### config.mk
export PLATFORM = sky130hd
export DESIGN_NAME = dtree_feature_loader
export DESIGN_NICKNAME = d
export VERILOG_FILES = /design/src/rtl/dtree_pkg.sv /design/src/rtl/dtree_feature_loader_vote3.sv /design/src/rtl/dtree_feature_loader.sv
export SDC_FILE = /design/constraint.sdc
export NUM_CORES = 1
export LEC_CHECK = 0
export CORE_MARGIN = 10
export CORE_UTILIZATION = 38
export CTS_CLUSTER_DIAMETER = 100
export DETAILED_ROUTE_END_ITERATION = 8
export GPL_TIMING_DRIVEN = 0
export PLACE_DENSITY_LB_ADDON = 0.3
export SLEW_MARGIN = 20
export SYNTH_ARGS = -nofsm -noshare
export SYNTH_HDL_FRONTEND = slang
export SYNTH_SLANG_ARGS = --single-unit
export TNS_END_PERCENT = 30
### constraint.sdc
create_clock -name clk -period 2.4 [get_ports clk]
set_input_delay 0.36 -clock clk [delete_from_list [all_inputs] [get_ports clk]]
set_output_delay 0.36 -clock clk [all_outputs]
set_load 0.05 [all_outputs]
### src/rtl/dtree_pkg.sv
// dtree_pkg: shared types and default sizes for the decision-tree feature loader.
//   state_t    - loader FSM states (LOAD, DRAIN, SETTLE, HOLD)
//   N_FEAT     - default number of features per frame
//   FEAT_W     - default feature width
//   CLS_W      - default class width
//   feat_vec_t - one feature vector (N_FEAT entries of FEAT_W bits)
package dtree_pkg;

  localparam int N_FEAT = 4;
  localparam int FEAT_W = 8;
  localparam int CLS_W  = 2;

  typedef enum logic [1:0] {
    LOAD   = 2'd0,
    DRAIN  = 2'd1,
    SETTLE = 2'd2,
    HOLD   = 2'd3
  } state_t;

  typedef logic [FEAT_W-1:0] feat_vec_t [N_FEAT];

endpackage

### src/rtl/dtree_feature_loader_vote3.sv
// dtree_vote3: combinational 3-input majority voter.
//   newest, middle, oldest - class samples, newest first
//   count                  - number of valid samples (1..3)
//   winner                 - majority class; the newest sample when fewer than
//                            three are valid or when all three differ
module dtree_vote3 #(
  parameter int CLS_W = dtree_pkg::CLS_W
) (
  input  logic [CLS_W-1:0] newest,
  input  logic [CLS_W-1:0] middle,
  input  logic [CLS_W-1:0] oldest,
  input  logic [1:0]       count,
  output logic [CLS_W-1:0] winner
);
  import dtree_pkg::*;

  // The only case where the newest sample loses is when the two older samples
  // agree with each other and not with it.
  always_comb begin
    winner = newest;
    if ((count == 2'd3) && (middle == oldest) && (newest != middle)) begin
      winner = middle;
    end
  end

endmodule

### src/rtl/dtree_feature_loader.sv
// dtree_feature_loader: assembles a byte-stream frame into a feature vector,
// holds it on the tree inputs for SETTLE_CYCLES, then samples the tree class
// and offers it on a valid/ready result handshake.
//   clk, rst                       - clock, asynchronous active-high reset
//   in_valid/in_data/in_last/in_ready - feature byte stream, feature 0 first
//   x0..x3                         - committed feature vector to the tree
//   cls_in                         - tree class output
//   res_valid/res_class/res_ready  - result handshake
//   frame_err                      - one-cycle pulse on a malformed frame
// Build option: define DTREE_VOTE_EN to report the majority of the last three
// sampled classes instead of the raw sample.
//
// state  | meaning
// LOAD   | accepting frame bytes into staging
// DRAIN  | discarding bytes of an overlong frame until in_last
// SETTLE | vector committed, waiting for the tree to settle
// HOLD   | result valid, waiting for res_ready
module dtree_feature_loader #(
  parameter int N_FEAT        = dtree_pkg::N_FEAT,
  parameter int FEAT_W        = dtree_pkg::FEAT_W,
  parameter int CLS_W         = dtree_pkg::CLS_W,
  parameter int SETTLE_CYCLES = 4
) (
  input  logic              clk,
  input  logic              rst,
  input  logic              in_valid,
  input  logic [FEAT_W-1:0] in_data,
  input  logic              in_last,
  output logic              in_ready,
  output logic [FEAT_W-1:0] x0,
  output logic [FEAT_W-1:0] x1,
  output logic [FEAT_W-1:0] x2,
  output logic [FEAT_W-1:0] x3,
  input  logic [CLS_W-1:0]  cls_in,
  output logic              res_valid,
  output logic [CLS_W-1:0]  res_class,
  input  logic              res_ready,
  output logic              frame_err
);
  import dtree_pkg::*;

  localparam int IDX_W = (N_FEAT > 1) ? $clog2(N_FEAT) : 1;
  localparam int CNT_W = 8;

  state_t            state_q, state_d;
  logic [IDX_W-1:0]  idx_q;
  logic [CNT_W-1:0]  cnt_q;
  logic [FEAT_W-1:0] staging_q [N_FEAT-1];
  logic [FEAT_W-1:0] x_q [N_FEAT];
  logic [CLS_W-1:0]  class_d;

  logic last_idx;
  logic settle_done;
  logic load_acc;
  logic commit;
  logic err;
  logic sample;

  assign last_idx    = (idx_q == IDX_W'(N_FEAT - 1));
  assign settle_done = (cnt_q == CNT_W'(SETTLE_CYCLES - 1));

  // The output ports are fixed at four features.
  assign x0 = x_q[0];
  assign x1 = x_q[1];
  assign x2 = x_q[2];
  assign x3 = x_q[3];

  always_ff @(posedge clk or posedge rst) begin
    if (rst) begin
      state_q <= LOAD;
    end else begin
      state_q <= state_d;
    end
  end

  always_comb begin
    state_d = state_q;
    case (state_q)
      LOAD: begin
        if (in_valid && last_idx) begin
          state_d = in_last ? SETTLE : DRAIN;
        end
      end
      DRAIN: begin
        if (in_valid && in_last) begin
          state_d = LOAD;
        end
      end
      SETTLE: begin
        if (settle_done) begin
          state_d = HOLD;
        end
      end
      HOLD: begin
        if (res_ready) begin
          state_d = LOAD;
        end
      end
      default: state_d = LOAD;
    endcase
  end

  // in_ready depends on the state register only, so in_valid never reaches it.
  always_comb begin
    in_ready = 1'b0;
    load_acc = 1'b0;
    commit   = 1'b0;
    err      = 1'b0;
    sample   = 1'b0;
    case (state_q)
      LOAD: begin
        in_ready = 1'b1;
        load_acc = in_valid;
        commit   = in_valid && last_idx && in_last;
        err      = in_valid && (last_idx != in_last);
      end
      DRAIN: begin
        in_ready = 1'b1;
      end
      SETTLE: begin
        sample = settle_done;
      end
      default: ;
    endcase
  end

  always_ff @(posedge clk or posedge rst) begin
    if (rst) begin
      idx_q     <= '0;
      cnt_q     <= '0;
      res_valid <= 1'b0;
      res_class <= '0;
      frame_err <= 1'b0;
      for (int i = 0; i < N_FEAT - 1; i++) staging_q[i] <= '0;
      for (int i = 0; i < N_FEAT; i++) x_q[i] <= '0;
    end else begin
      frame_err <= err;

      if (load_acc) begin
        for (int i = 0; i < N_FEAT - 1; i++) begin
          if (idx_q == IDX_W'(i)) staging_q[i] <= in_data;
        end
        // Any frame end (good or early) and an overlong frame both restart at 0;
        // DRAIN leaves the index untouched.
        idx_q <= (in_last || last_idx) ? '0 : idx_q + 1'b1;
      end

      if (commit) begin
        for (int i = 0; i < N_FEAT - 1; i++) x_q[i] <= staging_q[i];
        x_q[N_FEAT-1] <= in_data;
        cnt_q         <= '0;
      end else if ((state_q == SETTLE) && !settle_done) begin
        cnt_q <= cnt_q + 1'b1;
      end

      if (sample) begin
        res_valid <= 1'b1;
        res_class <= class_d;
      end else if ((state_q == HOLD) && res_ready) begin
        res_valid <= 1'b0;
      end
    end
  end

`ifdef DTREE_VOTE_EN
  // The two previous samples; together with cls_in they form the 3-deep window.
  logic [CLS_W-1:0] hist_q [2];
  logic [1:0]       hist_cnt_q;

  always_ff @(posedge clk or posedge rst) begin
    if (rst) begin
      hist_q[0]  <= '0;
      hist_q[1]  <= '0;
      hist_cnt_q <= 2'd0;
    end else if (sample) begin
      hist_q[0] <= cls_in;
      hist_q[1] <= hist_q[0];
      if (hist_cnt_q != 2'd2) hist_cnt_q <= hist_cnt_q + 2'd1;
    end
  end

  dtree_vote3 #(
    .CLS_W (CLS_W)
  ) u_vote (
    .newest (cls_in),
    .middle (hist_q[0]),
    .oldest (hist_q[1]),
    .count  (hist_cnt_q + 2'd1),
    .winner (class_d)
  );
`else
  assign class_d = cls_in;
`endif

endmodule

==> results.yml <==
timing:
  slew_headroom: 0.519
  finalWorstSetupSlack_ns: 0.234
  setup_violations: 0
  hold_viol: 0
  timing.final.max_slew_violations: 0
  fin_worst_skew_ns: 0.00618
  finalWorstPathRequiredPeriod_ns: 2.17
  rsz0062_at_grt: "false"
  finalCritPeriodShare: 0.902
  fmax_ghz: 0.462
  tightest_slew_ns: 0.717
placement:
  pre_cts_ws_ns: 0.133
  placed_area_um2: 3740
  io_buffers: 51
  place.gp.congestion: 0.775
  dp.final_hpwl_um: 4060
global_routing:
  grt_pass1_vias: 1868
  track_usage: 0.102
  grt_max_degree: 41
  overflow: 0
  antenna_found_initial: 0
  grt_first_pass_wirelength_um: 9520
final_layout:
  final_util: 0.504
  nets: 292
  area_growth_pct: 27.8
  stdcell_area_um2: 3940
  antenna_cells: 0
  layout-drive-gt1-share: 0.315
detailed_routing:
  via_count: 1830
  post_drt_wl_per_cell_um: 15.6
  drtIter0Drc: 57
  dr.pass1.iters: 4
  vias_per_cell: 4.84
  wirelength_um: 5900
  drc_errors: 0
  ant_nets: 0
critical_path:
  cp_cell_sequence: "buf_2, inv_1, clkdlybuf4s50_1"
  cp_max_fo: 10
  worstSetupStartpointType: "register"
  cp_num_buf_inv: 3
  critical_path_required_ns: 2.04
  timing.rr.start: "idx_q[0]"
  ff2ff_path_depth: 6
  regToRegSetupSlack_ns: 0.55
  reg2reg_to: "x2[5]"
  critPathMaxStageDelay_ns: 0.79
  critical_path_class: "register to output port"
  slowest_stage: "clkdlybuf4s50_1"
  critical_path.top_delay_family: "buffers and inverters"
  critPathCaptureType: "output port"
  crit_arrival_ns: 1.81
clock_network:
  cts_tree: "built"
  clock_latency_ns: 0.34
  cts_setup_buffers: 0
  numCtsBuffers: 9
  numClockSinks: 72
  holdBufCountCts: 0
  cts_max_path_buffers: 2
  cts_resized: 0
  htree_levels: 3
  root_buffer: "clkbuf_8"
  cts.reportedPaths.clkPinSlew_ns: 0.07
logic_synthesis:
  netlist.area_leader.share: 0.585
  yosysSeqAreaShare: 0.585
  async_flop_share: 1.00
  synth_area_leaders: "dfrtp_1 (59%), mux2_4 (15%), mux2_2 (10%)"
  syn_nets: 229
  syn_area_um2: 3080
  yosys.area.top_type: "dfrtp_1"
  ys_ff_latch: 72
  synth_ff_type: "dfrtp_1"
  syn_area_per_cell_um2: 14.8
  synth_commonest_cells: "dfrtp_1 (72), mux2_4 (30), mux2_2 (28), inv_1 (9)"
  synth_most_common_cell: "dfrtp_1"
  yosysWarnings: 0
  synth_cells: 208
  ys_types: 29
  synth_enable_flop_cells: 0
power:
  power.total_uw: 5220
  irDropWorstVdd_mv: 0.624
  power-per-cell-area_nw_per_um2: 1330
  p_leak_uw: 0.00181
floorplanning:
  coreArea_um2: 7810
  dieArea_um2: 12100
  start_util: 0.394
  die_x_um: 110
  io_pins: 52
  dieHeight_um: 110
  row_count: 32
min_path:
  hp-class: "input pin to async pin"
run_status:
  status: "complete, no violations"
flow_run:
  timing.max_cap.violations: 0
==> stage by stage <==
| stage | setup TNS [ns] | instances | hold slack (ns) |
|---|---|---|---|
| floorplan | 0 | 208 | 0.477 |
| global placement | -76.98 | 361 | 0.484 |
| detailed placement | 0 | 362 | 0.491 |
| CTS | 0 | 378 | 0.387 |
| global route | 0 | 378 | 0.401 |
| finish | 0 | 378 | 0.387 |
==> registers in the layout (all words and copies together) (netlist names), 8 cells and up <==
name       flops
staging_q     24
cnt_q          8
x0             8
x1             8
x2             8
x3             8
==> cell usage in the layout, fill, tap and decap left out, types with 2 or more instances in the layout <==
master	instances
o21ai_0	8
nand3_1	4
ha_1	6
clkdlybuf4s50_1	51
mux2_2	28
and2_1	4
o31ai_1	2
or3_1	5
clkinv_4	2
nor3_1	2
buf_6	3
mux2_4	30
a21oi_1	8
clkbuf_8	9
nand2_1	6
a211o_1	2
dfrtp_1	72
inv_1	8
buf_2	6
==> routing by layer <==
| metal | up-vias | global-route usage | wire (um) |
|---|---|---|---|
| met5 | - | 0 | 0 |
| met3 | 6 | 0.0459 | 452 |
| li1 | 862 | - | - |
| met2 | 44 | 0.160 | 2760 |
| met4 | 0 | 0.0251 | 57 |
| met1 | 918 | 0.126 | 2630 |
==> cell type report <==
class / count / area, um^2
fillers: 703 / 3870
flip-flops and latches: 72 / 1800
multi-input cells: 118 / 1180
repair buffers: 52 / 531
clock buffers: 10 / 128
well taps: 102 / 128
clock inverters: 6 / 68.8
plain buffers: 9 / 63.8
inverters: 9 / 36.3
==> cell families after synthesis <==
family                     count (synthesis)  share of synthesized area
and+or+nand+nor                           29                     0.0594
AOI/OAI and AO/OA                         24                     0.0472
muxes                                     59                      0.252
adders and majority gates                  6                     0.0244
buffers and inverters                     18                     0.0317
DFF                                       72                      0.585
==> worst max-delay path by stage <==
stage               slack (ns)  cells after the start        from      endpoint
global route              0.15                      3  state_q[1]      in_ready
global placement         -1.07                      2         rst         x2[3]
floorplan                 0.22                      1         rst      cnt_q[0]
detailed placement        0.13                      5    in_valid  staging_q[1]
CTS                       0.21                      3  state_q[1]      in_ready
finish                    0.23                      3  state_q[1]      in_ready
==> power breakdown <==
group          switching, uW  internal, uW
logic                   1240           992
clock network            465           486
registers                322          1720
(Power assumes the default switching activity.)
